$ cat src/rtl/conv_modem_pkg.sv
// Shared constants and encoder helper for the convolutional modem chain.
// Generator taps are ordered {x, s0, s1}.
package conv_modem_pkg;

    localparam int         SPB_DEFAULT = 8;
    localparam logic [2:0] G0          = 3'b111;
    localparam logic [2:0] G1          = 3'b101;
    localparam int         ERR_CNT_W   = 16;

    function automatic logic conv_bit(
        input logic [2:0] g,
        input logic       xb,
        input logic [1:0] s
    );
        return ^(g & {xb, s[0], s[1]});
    endfunction

endpackage

$ cat src/rtl/conv_modem_chain_bit_demod.sv
// Coherent per-bit demodulator: match counter, majority decision, strobe.
// Optional decision error counter under CONV_MODEM_ERR_CNT_EN.
module bit_demod
    import conv_modem_pkg::*;
#(
    parameter int SPB = SPB_DEFAULT
) (
    input  logic                   clk,
    input  logic                   rst_n,
    input  logic                   active,
    input  logic [$clog2(SPB)-1:0] k,
    input  logic                   idx,
    input  logic                   sample,
    input  logic                   ref_bit,
`ifdef CONV_MODEM_ERR_CNT_EN
    output logic [ERR_CNT_W-1:0]   err_cnt,
`endif
    output logic                   dec_bit,
    output logic                   dec_idx,
    output logic                   dec_valid
);

    localparam int KW = $clog2(SPB);
    localparam int CW = $clog2(SPB) + 1;

    logic [CW-1:0] cnt;
    logic [CW-1:0] sum;
    logic          first;
    logic          last;
    logic          match;
    logic          decide;

    always_comb begin
        first  = (k == '0);
        last   = (k == KW'(SPB - 1));
        match  = ~(sample ^ k[0]);
        sum    = (first ? '0 : cnt) + CW'(match);
        // An exact tie carries no information and resolves to 0.
        decide = (sum > CW'(SPB / 2));
    end

    always_ff @(posedge clk or negedge rst_n) begin
        if (!rst_n) begin
            cnt       <= '0;
            dec_bit   <= 1'b0;
            dec_idx   <= 1'b0;
            dec_valid <= 1'b0;
        end else begin
            cnt       <= active ? sum : '0;
            dec_valid <= active && last;
            if (active && last) begin
                dec_bit <= decide;
                dec_idx <= idx;
            end
        end
    end

`ifdef CONV_MODEM_ERR_CNT_EN
    always_ff @(posedge clk or negedge rst_n) begin
        if (!rst_n) begin
            err_cnt <= '0;
        end else if (active && last && (decide != ref_bit)
                     && (err_cnt != '1)) begin
            err_cnt <= err_cnt + 1'b1;
        end
    end
`else
    logic unused_ref;
    assign unused_ref = ref_bit;
`endif

endmodule

$ cat src/rtl/conv_modem_chain.sv
// Rate-1/2 K=3 convolutional encoder, BPSK-style modulator and demodulator.
// Define CONV_MODEM_ERR_CNT_EN to add the err_cnt decision-error counter.
module conv_modem_chain
    import conv_modem_pkg::*;
#(
    parameter int SPB = SPB_DEFAULT
) (
    input  logic                 clk,
    input  logic                 rst_n,
    input  logic                 x,
    input  logic                 x_valid,
    output logic                 x_ready,
    output logic                 code_bit,
    output logic                 mod_out,
    input  logic                 demod_in,
    output logic                 dec_bit,
    output logic                 dec_idx,
`ifdef CONV_MODEM_ERR_CNT_EN
    output logic [ERR_CNT_W-1:0] err_cnt,
`endif
    output logic                 dec_valid
);

    localparam int PAIR = 2 * SPB;
    localparam int PW   = $clog2(PAIR);
    localparam int KW   = $clog2(SPB);

    logic [PW-1:0] p;
    logic [PW-1:0] p_nxt;
    logic [1:0]    s;
    logic          tx_active;
    logic          y0;
    logic          y1;
    logic          accept;
    logic          act_nxt;
    logic          y0_nxt;
    logic          y1_nxt;
    logic          bit_nxt;
    logic          mod_nxt;
    logic          idx;
    logic [KW-1:0] k;

    assign x_ready = (p == PW'(PAIR - 1));
    assign accept  = x_valid && x_ready;

    // mod_out/code_bit are registered, so they are built from next-cycle
    // timer and pair state to land on the clock after the accept edge.
    always_comb begin
        p_nxt   = x_ready ? '0 : p + 1'b1;
        act_nxt = x_ready ? accept : tx_active;
        y0_nxt  = accept ? conv_bit(G0, x, s) : y0;
        y1_nxt  = accept ? conv_bit(G1, x, s) : y1;
        bit_nxt = act_nxt
                & ((p_nxt >= PW'(SPB)) ? y1_nxt : y0_nxt);
        mod_nxt = act_nxt & (p_nxt[0] ^ ~bit_nxt);
    end

    always_ff @(posedge clk or negedge rst_n) begin
        if (!rst_n) begin
            p         <= '0;
            s         <= 2'b00;
            tx_active <= 1'b0;
            y0        <= 1'b0;
            y1        <= 1'b0;
            code_bit  <= 1'b0;
            mod_out   <= 1'b0;
        end else begin
            p         <= p_nxt;
            tx_active <= act_nxt;
            y0        <= y0_nxt;
            y1        <= y1_nxt;
            code_bit  <= bit_nxt;
            mod_out   <= mod_nxt;
            if (accept) begin
                s <= {s[0], x};
            end
        end
    end

    // Receive side sees the registered (one-clock-later) timing.
    always_comb begin
        idx = (p >= PW'(SPB));
        k   = idx ? KW'(p - PW'(SPB)) : KW'(p);
    end

    bit_demod #(
        .SPB (SPB)
    ) u_bit_demod (
        .clk       (clk),
        .rst_n     (rst_n),
        .active    (tx_active),
        .k         (k),
        .idx       (idx),
        .sample    (demod_in),
        .ref_bit   (code_bit),
`ifdef CONV_MODEM_ERR_CNT_EN
        .err_cnt   (err_cnt),
`endif
        .dec_bit   (dec_bit),
        .dec_idx   (dec_idx),
        .dec_valid (dec_valid)
    );

endmodule

$ cat config.mk
export PLATFORM = sky130hd
export DESIGN_NAME = conv_modem_chain
export DESIGN_NICKNAME = d
export VERILOG_FILES = /design/src/rtl/conv_modem_pkg.sv /design/src/rtl/conv_modem_chain_bit_demod.sv /design/src/rtl/conv_modem_chain.sv
export SDC_FILE = /design/constraint.sdc
export NUM_CORES = 1
export LEC_CHECK = 0
export BUFFER_PORTS_ARGS = -buffer_cell sky130_fd_sc_hd__buf_2
export CAP_MARGIN = 40
export CORE_MARGIN = 3
export CORE_UTILIZATION = 45
export DETAILED_ROUTE_END_ITERATION = 8
export PLACE_DENSITY = 0.67
export SETUP_SLACK_MARGIN = 0.5
export SLEW_MARGIN = 20
export SYNTH_ARGS = -nofsm -noshare
export SYNTH_HDL_FRONTEND = slang
export SYNTH_SLANG_ARGS = --single-unit
$ cat constraint.sdc
create_clock -name clk -period 1.86 [get_ports clk]
set_input_delay 0.372 -clock clk [delete_from_list [all_inputs] [get_ports clk]]
set_output_delay 0.372 -clock clk [all_outputs]
set_load 0.02 [all_outputs]
==> run metrics, run 1 <==
Power Density 642 nW/um2; diode count 0; switching power 0.178 mW; IO buf count 10; share of layout cells above drive strength 1 roughly 39%; Multi-input gate area 482 um2; clock power share between 20% and 30%; post-synth top area cell dfrtp_1; dpl cells between 100 and 150; Worst Path Buf+Inv 0; vias in the first global route between 600 and 700; Critical Path Start p[0]; slowest CP cell dfrtp_2; hold wc startpoint x; routability-driven placement congestion ratio about 0.75; Setup crit end kind register; Clock Skew around 0.011 ns; Slew @ Worst Pin about 0.44 ns; clk sinks 18; drt pass-1 iters 4; Main synth FF type dfrtp_1; I/O pins 11; post-layout minimum cycle time roughly 1.8 ns; Yosys reg bits 18; CP delay by family, top multiplexers; crit path DAT around 2.0 ns; H-tree depth 1; global route overflow 0; area delta synth->final 29.8%; worst skew pair latency 0.30 ns; reg2reg end mod_out; first-pass GRT wire length around 2800 um; Area contributors post-synth dfrtp_1 53%, ha_1 7.3%, nand2_1 5.3%, and2_1 5.1%, xnor2_1 4.1%; setup TNS 0 ns; period utilization a little over nine tenths; total track usage between 10% and 20%; WP data required about 2.1 ns; Vias/cell 4.98; max_slew headroom between 70% and 80%; Worst Setup Path Type register to register; RSZ-0062 raised after global routing yes; Hold Crit Depth 3; drt first-iter violations 9; YS warnings 0; site row count 15; CP Max Fanout 5; Leakage between 0.5 and 0.6 nW; vias between 600 and 700; TritonCTS clock tree yes; R2R Setup Slk between 0.09 and 0.1 ns; Distinct cells, synth 24; Setup violations, final 0; most common cell in the synthesized netlist dfrtp_1; fill count 163; hold endpoint s[0]; largest net degree at the start of global routing 19; EDFF count, synth 0; cell-internal power roughly 0.53 mW; die area 2450 um2; sequential cell area 453 um2; critical path's largest stage delay roughly 0.44 ns; synthesized instance count slightly below 80; Post-DRT Antenna Nets 0; Mapped Avg Cell Area approximately 11 um2; Logic pwr share ~12%; core box area between 1500 and 2000 um2; total CTS buffers 3; Syn Nets between 80 and 90; Mapped Area approximately 850 um2; max-slew violations 0; most frequent cell on the critical path mux2_4; nets roughly 110; Residual DRC 0; die height ~50 um; Switching Fraction between 20% and 30%; worst-case reg-to-reg path depth 6; die width ~50 um; Max Clock Freq between 500 and 600 MHz; Longest Clk Path Bufs 2; run status complete, no violations; Layout Cells excl Fill between 100 and 150; WL per Instance ~13 um; post-DP HPWL about 1100 um; antenna violations before repair 0; Total Routed Length ~1600 um; Min-Delay Path Class primary input to register; starting density of the core between 40% and 50%; R2R Path Start p[0]; sequential share of power roughly three fifths; peak supply drop between 300 and 400 uV; post-synthesis sequential area ratio a little over half; clock root cell clkbuf_4; clock slew at reported path FFs roughly 0.11 ns; cell-by-cell trace of the critical path ha_4 -> and4_4 -> mux2_4 -> mux2_4 -> o31ai_4 -> mux2i_1; commonest cells in the netlist 18 x dfrtp_1, 12 x nand2_1, 7 x and2_1; Yosys top cell area share around 53%; Max Cap Violations 0; async set or reset register ratio after synthesis between 90% and 100%; Critical Path Source Type register; Final Hold Fails 0
==> layer usage <==
layer  part of all wire [%]  GRT usage, %  up-vias
met5                      0             0        -
met2                     52          27.3        8
met4                    3.0          11.1        0
met1                     42          16.1      294
li1                       -             -      297
met3                    3.0          3.02        4
==> cells by family (layout without fill, tap and decap cells) <==
kind of cell             after synthesis  count (layout)  share of synthesized area (%)
AO/OA/AOI/OAI                          9               9                           8.06
XOR/XNOR                               5               5                           5.13
adder cells (fa/ha/maj)                5               5                           7.33
buffers and inverters                  6              25                           2.64
flip-flops                            18              18                           52.8
multiplexers                           4               4                           6.01
AND/OR/NAND/NOR                       30              30                           18.0
==> worst reg2reg max path, cell delays in order (launching register included) <==
cell	delay, ns
dfrtp_2	0.44
ha_4	0.17
and4_4	0.23
mux2_4	0.31
mux2_4	0.28
o31ai_4	0.07
mux2i_1	0.20
==> worst max path at each step <==
stage | endpoint | slack [ns] | cells after the start
2_1_floorplan | mod_out | 0.14 | 6
3_3_place_gp | u_bit_demod.dec_bit | 0.08 | 9
3_5_place_dp | mod_out | 0.06 | 6
4_1_cts | mod_out | 0.11 | 6
5_1_grt | mod_out | 0.05 | 6
6_report | mod_out | 0.1 | 6
==> power groups by stage <==
stage / combinational (mW) / sequential [mW] / clock, mW
after global placement: 0.0785 / 0.427 / 0
final: 0.0866 / 0.420 / 0.204
after detailed placement: 0.0802 / 0.428 / 0
after CTS: 0.0824 / 0.420 / 0.212
after global routing: 0.0976 / 0.424 / 0.236
after floorplan: 0.0443 / 0.435 / 0
==> registers in the layout, indices dropped and copies added (netlist names) <==
| signal | flops |
|---|---|
| s | 2 |
| u_bit_demod.dec_valid | 1 |
| y1 | 1 |
| code_bit | 1 |
| p | 4 |
| y0 | 1 |
| u_bit_demod.dec_idx | 1 |
| u_bit_demod.dec_bit | 1 |
| u_bit_demod.cnt | 4 |
| mod_out | 1 |
| tx_active | 1 |
==> what timing repair did <==
| item | in CTS | in global routing |
|---|---|---|
| endpoints found under the hold margin | 10 | 0 |
| resized for setup | 8 | 9 |
| setup endpoints to repair | 10 | 13 |
| hold buffers | 1 | 0 |
| pin swaps | 8 | 0 |
| gates cloned | 0 | 0 |
| buffers inserted | 3 | 0 |
==> placed cells by master (no fill, tap or decap), drive strengths merged, types with 2 or more instances in the layout <==
cell,synthesis,final
and2,8,8
inv,6,6
a31oi,2,2
o21ai,3,3
clkbuf,0,4
dfrtp,18,18
buf,0,14
mux2,3,3
ha,5,5
nor2,3,3
xnor2,4,4
nand2,12,12
nand3,2,2
==> stage by stage <==
stage | hold slack, ns | util (%) | instance area, um2 | setup slack, ns | power [mW]
after CTS | 0.284 | 59.9 | 1060 | 0.111 | 0.715
after detailed placement | 0.324 | 55.0 | 970 | 0.0583 | 0.508
after global routing | 0.300 | 62.8 | 1110 | 0.0457 | 0.757
after global placement | 0.323 | 55.0 | 970 | 0.0830 | 0.506
final | 0.284 | 62.8 | 1110 | 0.0980 | 0.711
after floorplan | 0.0764 | - | 881 | 0.141 | 0.479
==> layout make-up <==
type | count | share of cell area, %
clock buffers | 4 | 2.37
multi-input cells | 53 | 43.5
repair buffers | 15 | 8.36
well taps | 25 | 2.82
flip-flops and latches | 18 | 40.9
inverters | 6 | 2.03
Note: power is estimated with default switching activity, not from simulation.
==> inputs of run 2 (changes only) <==
--- a/config.mk
+++ b/config.mk
@@ -7,2 +7,3 @@
 export LEC_CHECK = 0
+export ABC_CLOCK_PERIOD_IN_PS = 1860
 export BUFFER_PORTS_ARGS = -buffer_cell sky130_fd_sc_hd__buf_2
@@ -13,2 +14,3 @@
 export PLACE_DENSITY = 0.67
+export RECOVER_POWER = 25
 export SETUP_SLACK_MARGIN = 0.5
==> constraint.sdc (replaced) <==
create_clock -name clk -period 1.86 [get_ports clk]
set_input_delay 0.093 -clock clk [delete_from_list [all_inputs] [get_ports clk]]
set_output_delay 0.093 -clock clk [all_outputs]
set_load 0.02 [all_outputs]
==> run 2 against run 1 <==
Die area unchanged. Non-clock buffer count unchanged. Highest routed layer unchanged. Sequential power about the same. Sequential cell count is the same. Sequential share of layout area rose by 0.17 points. Clock power hardly changed. Total power is 0.32% higher. Cell area shrank 0.68%. Largest cell class unchanged. Final cell count stayed put.
==> run metrics, run 2 (same netlist as run 1, synthesis figures left out) <==
Setup violations, final 0 (unchanged); Vias/cell 4.98 (-0.17%); R2R Setup Slk 0.11 ns (about the same); post-layout minimum cycle time 1.75 ns (-0.00950 ns); Longest Clk Path Bufs 2 (unchanged); CP delay by family, top multiplexers; Residual DRC 0 (unchanged); max-slew violations 0 (unchanged); largest net degree at the start of global routing 19 (unchanged); Critical Path Source Type register; drt pass-1 iters 2 (-2); Final Hold Fails 0 (unchanged); Worst Setup Path Type register to register; critical path's largest stage delay 0.44 ns (about the same); Setup crit end kind register; area delta synth->final 28.9%; top flop regs p x4, u_bit_demod.cnt x4, s x2; most frequent cells in the layout 17 x dfrtp_1, 11 x nand2_1, 9 x buf_2, 5 x inv_1, 5 x and2_1; antenna violations before repair 0 (unchanged); vias 602 (-0.17%); WL per Instance 12.9 um (-2.7%); RSZ-0062 raised after global routing yes; CP Max Fanout 5 (unchanged); Post-DRT Antenna Nets 0 (unchanged); clock slew at reported path FFs 0.11 ns (about the same); Critical Path Start p[0]; worst skew pair latency 0.30 ns (about the same); worst-case reg-to-reg path depth 6 (unchanged); R2R Path Start p[0]; total track usage 15.5% (+0.064 points); crit path DAT 1.99 ns (about the same); Min-Delay Path Class primary input to register; Total Routed Length 1560 um (-2.7%); die height 49.5 um (unchanged); Worst Path Buf+Inv 0 (unchanged); IO buf count 10 (unchanged); vias in the first global route 662 (-0.60%); most common cell after layout, fill and taps aside dfrtp_1; Power Density 649 nW/um2 (+1.0%); CP endpoint mod_out; Crit path depth 6 (unchanged); Slew @ Worst Pin 0.948 ns (+0.507 ns); Final WS setup 0.108 ns (+0.00950 ns); starting density of the core 48.4% (unchanged); worst hold slack 0.00364 ns (-0.281 ns); most frequent cell on the critical path mux2_4; share of layout cells above drive strength 1 37.5% (-1.0 points); die width 49.5 um (unchanged); Clock Skew 0.0117 ns (+0.000902 ns); slowest CP cell dfrtp_2; TritonCTS clock tree yes; total CTS buffers 3 (unchanged); post-DP HPWL 1100 um (unchanged); Leakage 0.545 nW (+0.75%); drt first-iter violations 3 (-6); nets 107 (unchanged); first-pass GRT wire length 2790 um (unchanged); global route overflow 0 (unchanged); reg2reg end mod_out; core box area 1760 um2 (unchanged); clock root cell clkbuf_4; peak supply drop 331 uV (+0.94%); setup TNS 0 ns (unchanged); H-tree depth 1 (unchanged); Max Cap Violations 0 (unchanged); period utilization 94.2% (-0.51 points); Max Clock Freq 571 MHz (+0.54%); max_slew headroom 36.8% (-34 points); routability-driven placement congestion ratio 0.747 (unchanged); Setup WS pre-CTS 0.0583 ns (unchanged); cell-by-cell trace of the critical path ha_4 -> and4_4 -> mux2_4 -> mux2_4 -> o31ai_4 -> mux2i_1; site row count 15 (unchanged); run status complete, no violations; I/O pins 11 (unchanged); die area 2450 um2 (unchanged); WP data required 2.09 ns (about the same); diode count 0 (unchanged); clk sinks 18 (unchanged)
## run 2: cell count changes in the layout (fill, tap and decap cells not counted)
| cell | before | now |
|---|---|---|
| dfrtp_2 | 2 | 1 |
| o21ai_2 | 0 | 1 |
| nand2_2 | 1 | 0 |
| dfrtp_1 | 16 | 17 |
| buf_4 | 5 | 4 |
| a311oi_4 | 1 | 0 |
| clkbuf_1 | 1 | 2 |
| nand2_4 | 0 | 1 |
| o21ai_1 | 1 | 0 |
| a311oi_2 | 0 | 1 |
## run 2: per-stage QoR
step                total power [mW]  util [%]  area, um2  cells
global placement               0.506      55.0        970    113
floorplan                      0.479         -        881     77
global route                   0.758      62.3       1100    121
finish                         0.713      62.3       1100    121
detailed placement             0.508      55.0        970    113
CTS                            0.715      59.9       1060    121
## run 2: final cells by class
class | count | area [um2]
Clock buffer | 4 | 26.3
Fill cell | 162 | 664
Inverter | 6 | 22.5
Multi-Input combinational cell | 53 | 479
Sequential cell | 18 | 452
Tap cell | 25 | 31.3
Timing Repair Buffer | 15 | 88.8
## run 2: metal layers
layer | up-vias | wire, um | global-route usage [%] | part of all wire, %
met2 | 8 | 812 | 27.5 | 52
met3 | 4 | 47 | 3.02 | 3.0
met4 | 0 | 46 | 11.1 | 3.0
met5 | - | 0 | 0 | 0
met1 | 295 | 652 | 16.1 | 42
li1 | 295 | - | - | -
## run 2: how the worst min path moves through the flow
stage	cells after the start	to	slack, ns	startpoint
floorplan	0	code_bit	-0.20	rst_n
global placement	1	u_bit_demod.cnt[2]	0.04	rst_n
detailed placement	1	u_bit_demod.cnt[2]	0.04	rst_n
CTS	3	s[0]	0.005	x
global route	3	s[0]	0.02	x
finish	3	s[0]	0.004	x
## run 2: report_power, final
part           total, mW  internal, mW  leakage [nW]  switching, mW
Combinational     0.0871        0.0406         0.299         0.0466
Sequential         0.420         0.409         0.231         0.0114
Clock              0.206        0.0835        0.0150          0.122
Total              0.713         0.533         0.545          0.180
## run 2: worst reg2reg max path, delay by kind of cell (launching register included)
kind,cells,cell delay [ns]
fa+ha+maj,1,0.16
mux,3,0.78
simple gates,1,0.23
flops,1,0.44
compound gates,1,0.07
## run 2: timing repair
action | in CTS | in global routing
setup buffers | 3 | 0
setup endpoints to repair | 10 | 13
pin swaps | 8 | 0
hold buffers | 1 | 0
gates resized for setup | 8 | 8
hold endpoints to repair | 18 | 0
